### src/rtl/imm_gen_pipe.sv
// Decode-stage immediate generator with a 2-entry skid buffer.
// Each accepted request is decoded once and held until the consumer takes it.
module imm_gen_pipe #(
  parameter int XLEN  = 32,
  parameter int TAG_W = 5
) (
  input  logic             clk,
  input  logic             reset_n,
  input  logic             flush,
  input  logic             in_valid,
  output logic             in_ready,
  input  logic [24:0]      instr,
  input  logic [2:0]       immsrc,
  input  logic [TAG_W-1:0] in_tag,
  output logic             out_valid,
  input  logic             out_ready,
  output logic [XLEN-1:0]  immext,
  output logic [TAG_W-1:0] out_tag,
  output logic             out_err
);

  localparam int SHAMT_W = (XLEN == 64) ? 6 : 5;

  typedef struct packed {
    logic [XLEN-1:0]  imm;
    logic [TAG_W-1:0] tag;
    logic             err;
  } ent_t;

  // Re-index so bit numbers match the instruction word.
  logic [31:7] ir;
  assign ir = instr;

  logic [XLEN-1:0] imm_c;
  logic            err_c;

  always_comb begin
    imm_c = '0;
    err_c = 1'b0;
    unique case (immsrc)
      3'b000: imm_c = XLEN'($signed(ir[31:20]));
      3'b001: imm_c = XLEN'($signed({ir[31:25], ir[11:7]}));
      3'b010: imm_c = XLEN'($signed({ir[31], ir[7],
                                     ir[30:25], ir[11:8],
                                     1'b0}));
      3'b011: begin
        if (XLEN == 64)
          err_c = !((ir[31:26] == 6'b000000) ||
                    (ir[31:26] == 6'b010000));
        else
          err_c = !((ir[31:25] == 7'b0000000) ||
                    (ir[31:25] == 7'b0100000));
        imm_c = XLEN'(ir[20+SHAMT_W-1:20]);
      end
      3'b100: imm_c = XLEN'($signed({ir[31:12], 12'b0}));
      3'b101: imm_c = XLEN'($signed({ir[31], ir[19:12],
                                     ir[20], ir[30:21],
                                     1'b0}));
      3'b110: imm_c = XLEN'(ir[19:15]);
      3'b111: err_c = 1'b1;
    endcase
    if (err_c) imm_c = '0;
  end

  ent_t       new_e;
  ent_t       head_q, head_d;
  ent_t       tail_q, tail_d;
  logic [1:0] cnt_q, cnt_d;
  logic       push, pop;

  assign new_e = '{imm: imm_c, tag: in_tag, err: err_c};

  assign in_ready  = (cnt_q != 2'd2);
  assign out_valid = (cnt_q != 2'd0);
  assign immext    = head_q.imm;
  assign out_tag   = head_q.tag;
  assign out_err   = head_q.err;

  assign push = in_valid && in_ready && !flush;
  assign pop  = out_valid && out_ready && !flush;

  always_comb begin
    head_d = head_q;
    tail_d = tail_q;
    cnt_d  = cnt_q;
    if (flush) begin
      cnt_d = 2'd0;
    end else begin
      unique case (cnt_q)
        2'd0: begin
          if (push) begin
            head_d = new_e;
            cnt_d  = 2'd1;
          end
        end
        2'd1: begin
          if (push && pop) begin
            head_d = new_e;
          end else if (push) begin
            tail_d = new_e;
            cnt_d  = 2'd2;
          end else if (pop) begin
            cnt_d  = 2'd0;
          end
        end
        2'd2: begin
          if (pop) begin
            head_d = tail_q;
            cnt_d  = 2'd1;
          end
        end
        default: cnt_d = 2'd0;
      endcase
    end
  end

  always_ff @(posedge clk or negedge reset_n) begin
    if (!reset_n) begin
      head_q <= '0;
      tail_q <= '0;
      cnt_q  <= 2'd0;
    end else begin
      head_q <= head_d;
      tail_q <= tail_d;
      cnt_q  <= cnt_d;
    end
  end

endmodule
### config.mk
export PLATFORM = sky130hd
export DESIGN_NAME = imm_gen_pipe
export DESIGN_NICKNAME = d
export VERILOG_FILES = /design/src/rtl/imm_gen_pipe.sv
export SDC_FILE = /design/constraint.sdc
export NUM_CORES = 1
export LEC_CHECK = 0
export ABC_AREA = 0
export CORE_ASPECT_RATIO = 1.5
export CORE_MARGIN = 3
export CORE_UTILIZATION = 35
export CTS_CLUSTER_SIZE = 10
export DETAILED_ROUTE_END_ITERATION = 10
export SLEW_MARGIN = 20
export SYNTH_ARGS = -nofsm -noshare
export SYNTH_HDL_FRONTEND = slang
export SYNTH_SLANG_ARGS = --single-unit
### constraint.sdc
create_clock -name clk -period 2.5 [get_ports clk]
set_clock_uncertainty 0.1 [all_clocks]
set_input_delay 0.25 -clock clk [delete_from_list [all_inputs] [get_ports clk]]
set_output_delay 0.25 -clock clk [all_outputs]
set_load 0.05 [all_outputs]
==> report_table.html <==
<table>
<tr><th>Metric</th><th>Value</th></tr>
<tr><th colspan="2">Die</th></tr>
<tr><td>Die Footprint</td><td>12300 um2</td></tr>
<tr><td>Die height</td><td>134 um</td></tr>
<tr><td>Starting utilization of the core area</td><td>36.0%</td></tr>
<tr><td>Die boundary width</td><td>91.4 um</td></tr>
<tr><td>I/O pin count</td><td>78</td></tr>
<tr><td>Number of placement rows</td><td>46</td></tr>
<tr><td>Core Area</td><td>10600 um2</td></tr>
<tr><th colspan="2">Clock tree</th></tr>
<tr><td>Clock slew at reported path FFs</td><td>60 ps</td></tr>
<tr><td>Bufs on Longest Clock Path</td><td>2</td></tr>
<tr><td>Clock latency of the later-clocked register in the worst-skew pair</td><td>340 ps</td></tr>
<tr><td>CTS sink cnt</td><td>78</td></tr>
<tr><td>Depth of the CTS H-tree</td><td>3</td></tr>
<tr><td>TritonCTS buffer count</td><td>9</td></tr>
<tr><td>Number of setup buffers added after CTS</td><td>0</td></tr>
<tr><td>Cell chosen for the clock root</td><td>sky130_fd_sc_hd__clkbuf_16</td></tr>
<tr><td>CTS tree</td><td>yes</td></tr>
<tr><th colspan="2">Setup path</th></tr>
<tr><td>Worst Setup End Kind</td><td>primary output</td></tr>
<tr><td>Crit path buf inv count</td><td>2</td></tr>
<tr><td>Crit path max-delay cell type</td><td>sky130_fd_sc_hd__dfrtp_1</td></tr>
<tr><td>Required time of the critical path</td><td>2150 ps</td></tr>
<tr><td>Crit Path Class</td><td>flop to primary output</td></tr>
<tr><td>Slowest cell delay on critical path</td><td>430 ps</td></tr>
<tr><td>Highest fanout seen on the critical path</td><td>16</td></tr>
<tr><td>Cell-by-cell listing of the critical path</td><td>nor2b_4 &gt; inv_1 &gt; buf_4</td></tr>
<tr><td>Worst Setup Start Kind</td><td>flop</td></tr>
<tr><td>Largest delay share family, worst path</td><td>buffers and inverters</td></tr>
<tr><td>Arrival time at the worst endpoint</td><td>1840 ps</td></tr>
<tr><th colspan="2">Logic synthesis</th></tr>
<tr><td>Mapped Area</td><td>3830 um2</td></tr>
<tr><td>Yosys Warn Count</td><td>0</td></tr>
<tr><td>Synth Register Bits</td><td>78</td></tr>
<tr><td>Most numerous cell in the Yosys netlist</td><td>sky130_fd_sc_hd__nand2_1</td></tr>
<tr><td>Biggest area consumer among synthesized cells</td><td>sky130_fd_sc_hd__dfrtp_1</td></tr>
<tr><td>Share of flip-flops with an asynchronous set or reset</td><td>100%</td></tr>
<tr><td>Share of the yosys chip area belonging to registers</td><td>51.0%</td></tr>
<tr><td>Primary FF master, synth</td><td>sky130_fd_sc_hd__dfrtp_1</td></tr>
<tr><td>Net count of the mapped netlist</td><td>421</td></tr>
<tr><td>Distinct cells, synth</td><td>37</td></tr>
<tr><td>Top post-synthesis cells by area</td><td>sky130_fd_sc_hd__dfrtp_1 51%, sky130_fd_sc_hd__mux2_2 9.7%, sky130_fd_sc_hd__nand2_1 8.0%</td></tr>
<tr><td>Number of enable-type register cells in the synthesized netlist</td><td>0</td></tr>
<tr><td>Post-synthesis area per instance</td><td>10.0 um2</td></tr>
<tr><td>Top post-synthesis cells by count</td><td>82 x sky130_fd_sc_hd__nand2_1, 78 x sky130_fd_sc_hd__dfrtp_1, 57 x sky130_fd_sc_hd__o21ai_0</td></tr>
<tr><td>Mapped Cells</td><td>383</td></tr>
<tr><td>Share of the synthesized area in the top cell type</td><td>51.0%</td></tr>
<tr><th colspan="2">Pwr</th></tr>
<tr><td>Internal power</td><td>2.93 mW</td></tr>
<tr><td>Net Sw Power</td><td>1.40 mW</td></tr>
<tr><td>Switching Fraction</td><td>32.3%</td></tr>
<tr><td>Pwr per Cell Area</td><td>839 nW/um2</td></tr>
<tr><td>Part of the power in the clock network</td><td>32.9%</td></tr>
<tr><td>Part of the power in combinational logic</td><td>28.8%</td></tr>
<tr><td>Register share of total power</td><td>38.3%</td></tr>
<tr><td>Leak pwr</td><td>2.18 nW</td></tr>
<tr><td>Maximum ir drop on the vdd rail</td><td>411 uV</td></tr>
<tr><th colspan="2">Cells and area</th></tr>
<tr><td>Synth-to-layout area growth</td><td>34.9%</td></tr>
<tr><td>Area of all placed cells without fillers</td><td>5160 um2</td></tr>
<tr><td>Final Net Count</td><td>495</td></tr>
<tr><td>Diodes inserted</td><td>0</td></tr>
<tr><td>Layout cell share with drive strength beyond 1</td><td>15.6%</td></tr>
<tr><td>Final standard cell utilization of the core</td><td>48.5%</td></tr>
<tr><td>Count of non-filler cells in the finished layout</td><td>605</td></tr>
<tr><th colspan="2">Global routing</th></tr>
<tr><td>Wire length of the first global-routing pass</td><td>15900 um</td></tr>
<tr><td>Number of antenna violations at the first check in global routing</td><td>0</td></tr>
<tr><td>Global route overflow</td><td>0</td></tr>
<tr><td>Gr usage total</td><td>16.3%</td></tr>
<tr><td>Pin count of the biggest net entering global routing</td><td>51</td></tr>
<tr><td>Via count of the first global-routing pass</td><td>3103</td></tr>
<tr><th colspan="2">Route</th></tr>
<tr><td>Total via count after detailed routing</td><td>3158</td></tr>
<tr><td>1st-pass router iterations</td><td>4</td></tr>
<tr><td>Wirelength, routed</td><td>9770 um</td></tr>
<tr><td>Final ANT Viol Nets</td><td>0</td></tr>
<tr><td>Remaining routing DRC violations</td><td>0</td></tr>
<tr><td>Post-detailed-route via-to-cell ratio</td><td>5.22</td></tr>
<tr><td>Drt first-iter violations</td><td>181</td></tr>
<tr><td>Average wire length per cell after detail routing</td><td>16.1 um</td></tr>
<tr><th colspan="2">STA</th></tr>
<tr><td>Setup repair after global routing missed its margin</td><td>false</td></tr>
<tr><td>Max Fclk</td><td>456 MHz</td></tr>
<tr><td>Period minus WS final</td><td>2190 ps</td></tr>
<tr><td>Worst relative slew slack</td><td>55.5%</td></tr>
<tr><td>Worst Setup Slack, final</td><td>308 ps</td></tr>
<tr><td>Final setup fails</td><td>0</td></tr>
<tr><td>Slew of the pin with the lowest slew margin</td><td>668 ps</td></tr>
<tr><td>Period Utilization, post-route</td><td>87.7%</td></tr>
<tr><td>Post-Route Setup TNS</td><td>0 ps</td></tr>
<tr><td>Final hold violations</td><td>0</td></tr>
<tr><td>Number of pins exceeding their max-slew limit in the final report</td><td>0</td></tr>
<tr><th colspan="2">Place</th></tr>
<tr><td>HPWL after DPL</td><td>6860 um</td></tr>
<tr><td>Number of placed cells counting well taps</td><td>589</td></tr>
<tr><td>Port-buffer cells</td><td>77</td></tr>
<tr><td>Post-detailed-placement cell area</td><td>4830 um2</td></tr>
<tr><td>Placer congestion estimate</td><td>0.789</td></tr>
<tr><td>Post-Place Worst Slack</td><td>251 ps</td></tr>
<tr><th colspan="2">Flow run</th></tr>
<tr><td>Max-cap check violation count</td><td>0</td></tr>
<tr><th colspan="2">Status</th></tr>
<tr><td>Result of the run</td><td>complete, no violations</td></tr>
<tr><th colspan="2">Worst hold path</th></tr>
<tr><td>Worst min-delay path category</td><td>flop to flop</td></tr>
</table>
## worst paths after layout
check | from | end | slack (ps) | cells after the start
worst max-delay path | cnt_q[1] | in_ready | 310 | 3
worst min-delay path | tail_q[8] | tail_q[8] | 370 | 2
worst max register to register | cnt_q[1] | immext[0] | 610 | 4
worst min register to register | tail_q[8] | tail_q[8] | 370 | 2
max in group asynchronous | reset_n | tail_q[23] | 1310 | 3
min in group asynchronous | reset_n | immext[24] | 400 | 2
## worst register-to-register path: stages, from the launching register on
cell	delay [ps]
sky130_fd_sc_hd__dfrtp_1	430
sky130_fd_sc_hd__nor2b_4	430
sky130_fd_sc_hd__inv_1	350
sky130_fd_sc_hd__a31oi_1	340
sky130_fd_sc_hd__mux2i_1	110
## timing repair
action | CTS | global route
hold buffers | 1 | 0
endpoints found under the hold margin | 49 | 0
setup endpoints to repair | 0 | 0
resized for setup | 0 | 0
## registers in the layout, indices dropped and copies added (netlist names)
register / cells
out_err: 1
immext: 32
cnt_q: 2
out_tag: 5
tail_q: 38
## final cells by class
class	count	area, um2
Clock inverter	4	70.1
Tap cell	144	180
Multi-Input combinational cell	269	1740
Timing Repair Buffer	95	953
Clock buffer	11	253
Fill cell	998	5480
Inverter	4	15.0
Sequential cell	78	1950
## kinds of logic (layout without fill, tap and decap cells)
kind of cell	Yosys count	after routing	share of synthesized area, %
mux	44	44	12.6
flops	78	78	51.0
simple gates	108	108	12.5
buf+inv	36	114	3.82
compound gates	117	117	20.1
## placed cells by master, fill, tap and decap left out, drive strengths merged, types with 2 or more instances in the layout
| master | n |
|---|---|
| a32o | 3 |
| nor3b | 2 |
| a31oi | 2 |
| clkbuf | 11 |
| dfrtp | 78 |
| and2 | 3 |
| o21ai | 58 |
| nor2b | 5 |
| a2bb2oi | 8 |
| mux2 | 33 |
| a22oi | 15 |
| nor2 | 3 |
| nand4 | 4 |
| a221o | 5 |
| nand2 | 82 |
| clkdlybuf4s50 | 75 |
| bufinv | 2 |
| a21oi | 11 |
| inv | 4 |
| mux2i | 11 |
| clkinv | 2 |
| a41oi | 9 |
| buf | 19 |
## power groups by stage
stage | clock network [mW] | registers [mW] | logic, mW
after detailed placement | 0 | 1.68 | 1.26
after global placement | 0 | 1.67 | 1.24
after floorplan | 0 | 2.08 | 0.379
final | 1.43 | 1.66 | 1.25
after CTS | 1.45 | 1.66 | 1.26
after global routing | 1.50 | 1.69 | 1.33
## through the flow
| stage | hold WS (ps) | power (mW) |
|---|---|---|
| finish | 373 | 4.33 |
| global route | 397 | 4.52 |
| CTS | 369 | 4.38 |
| detailed placement | 236 | 2.94 |
| global placement | 238 | 2.91 |
| floorplan | -146 | 2.45 |
## per-layer routing
metal	GRT usage (%)	routed length, um
met5	0	0
met1	20.9	4410
met4	8.22	216
met2	26.1	4770
met3	3.14	373
No activity file was read; power rests on OpenSTA's default activity.
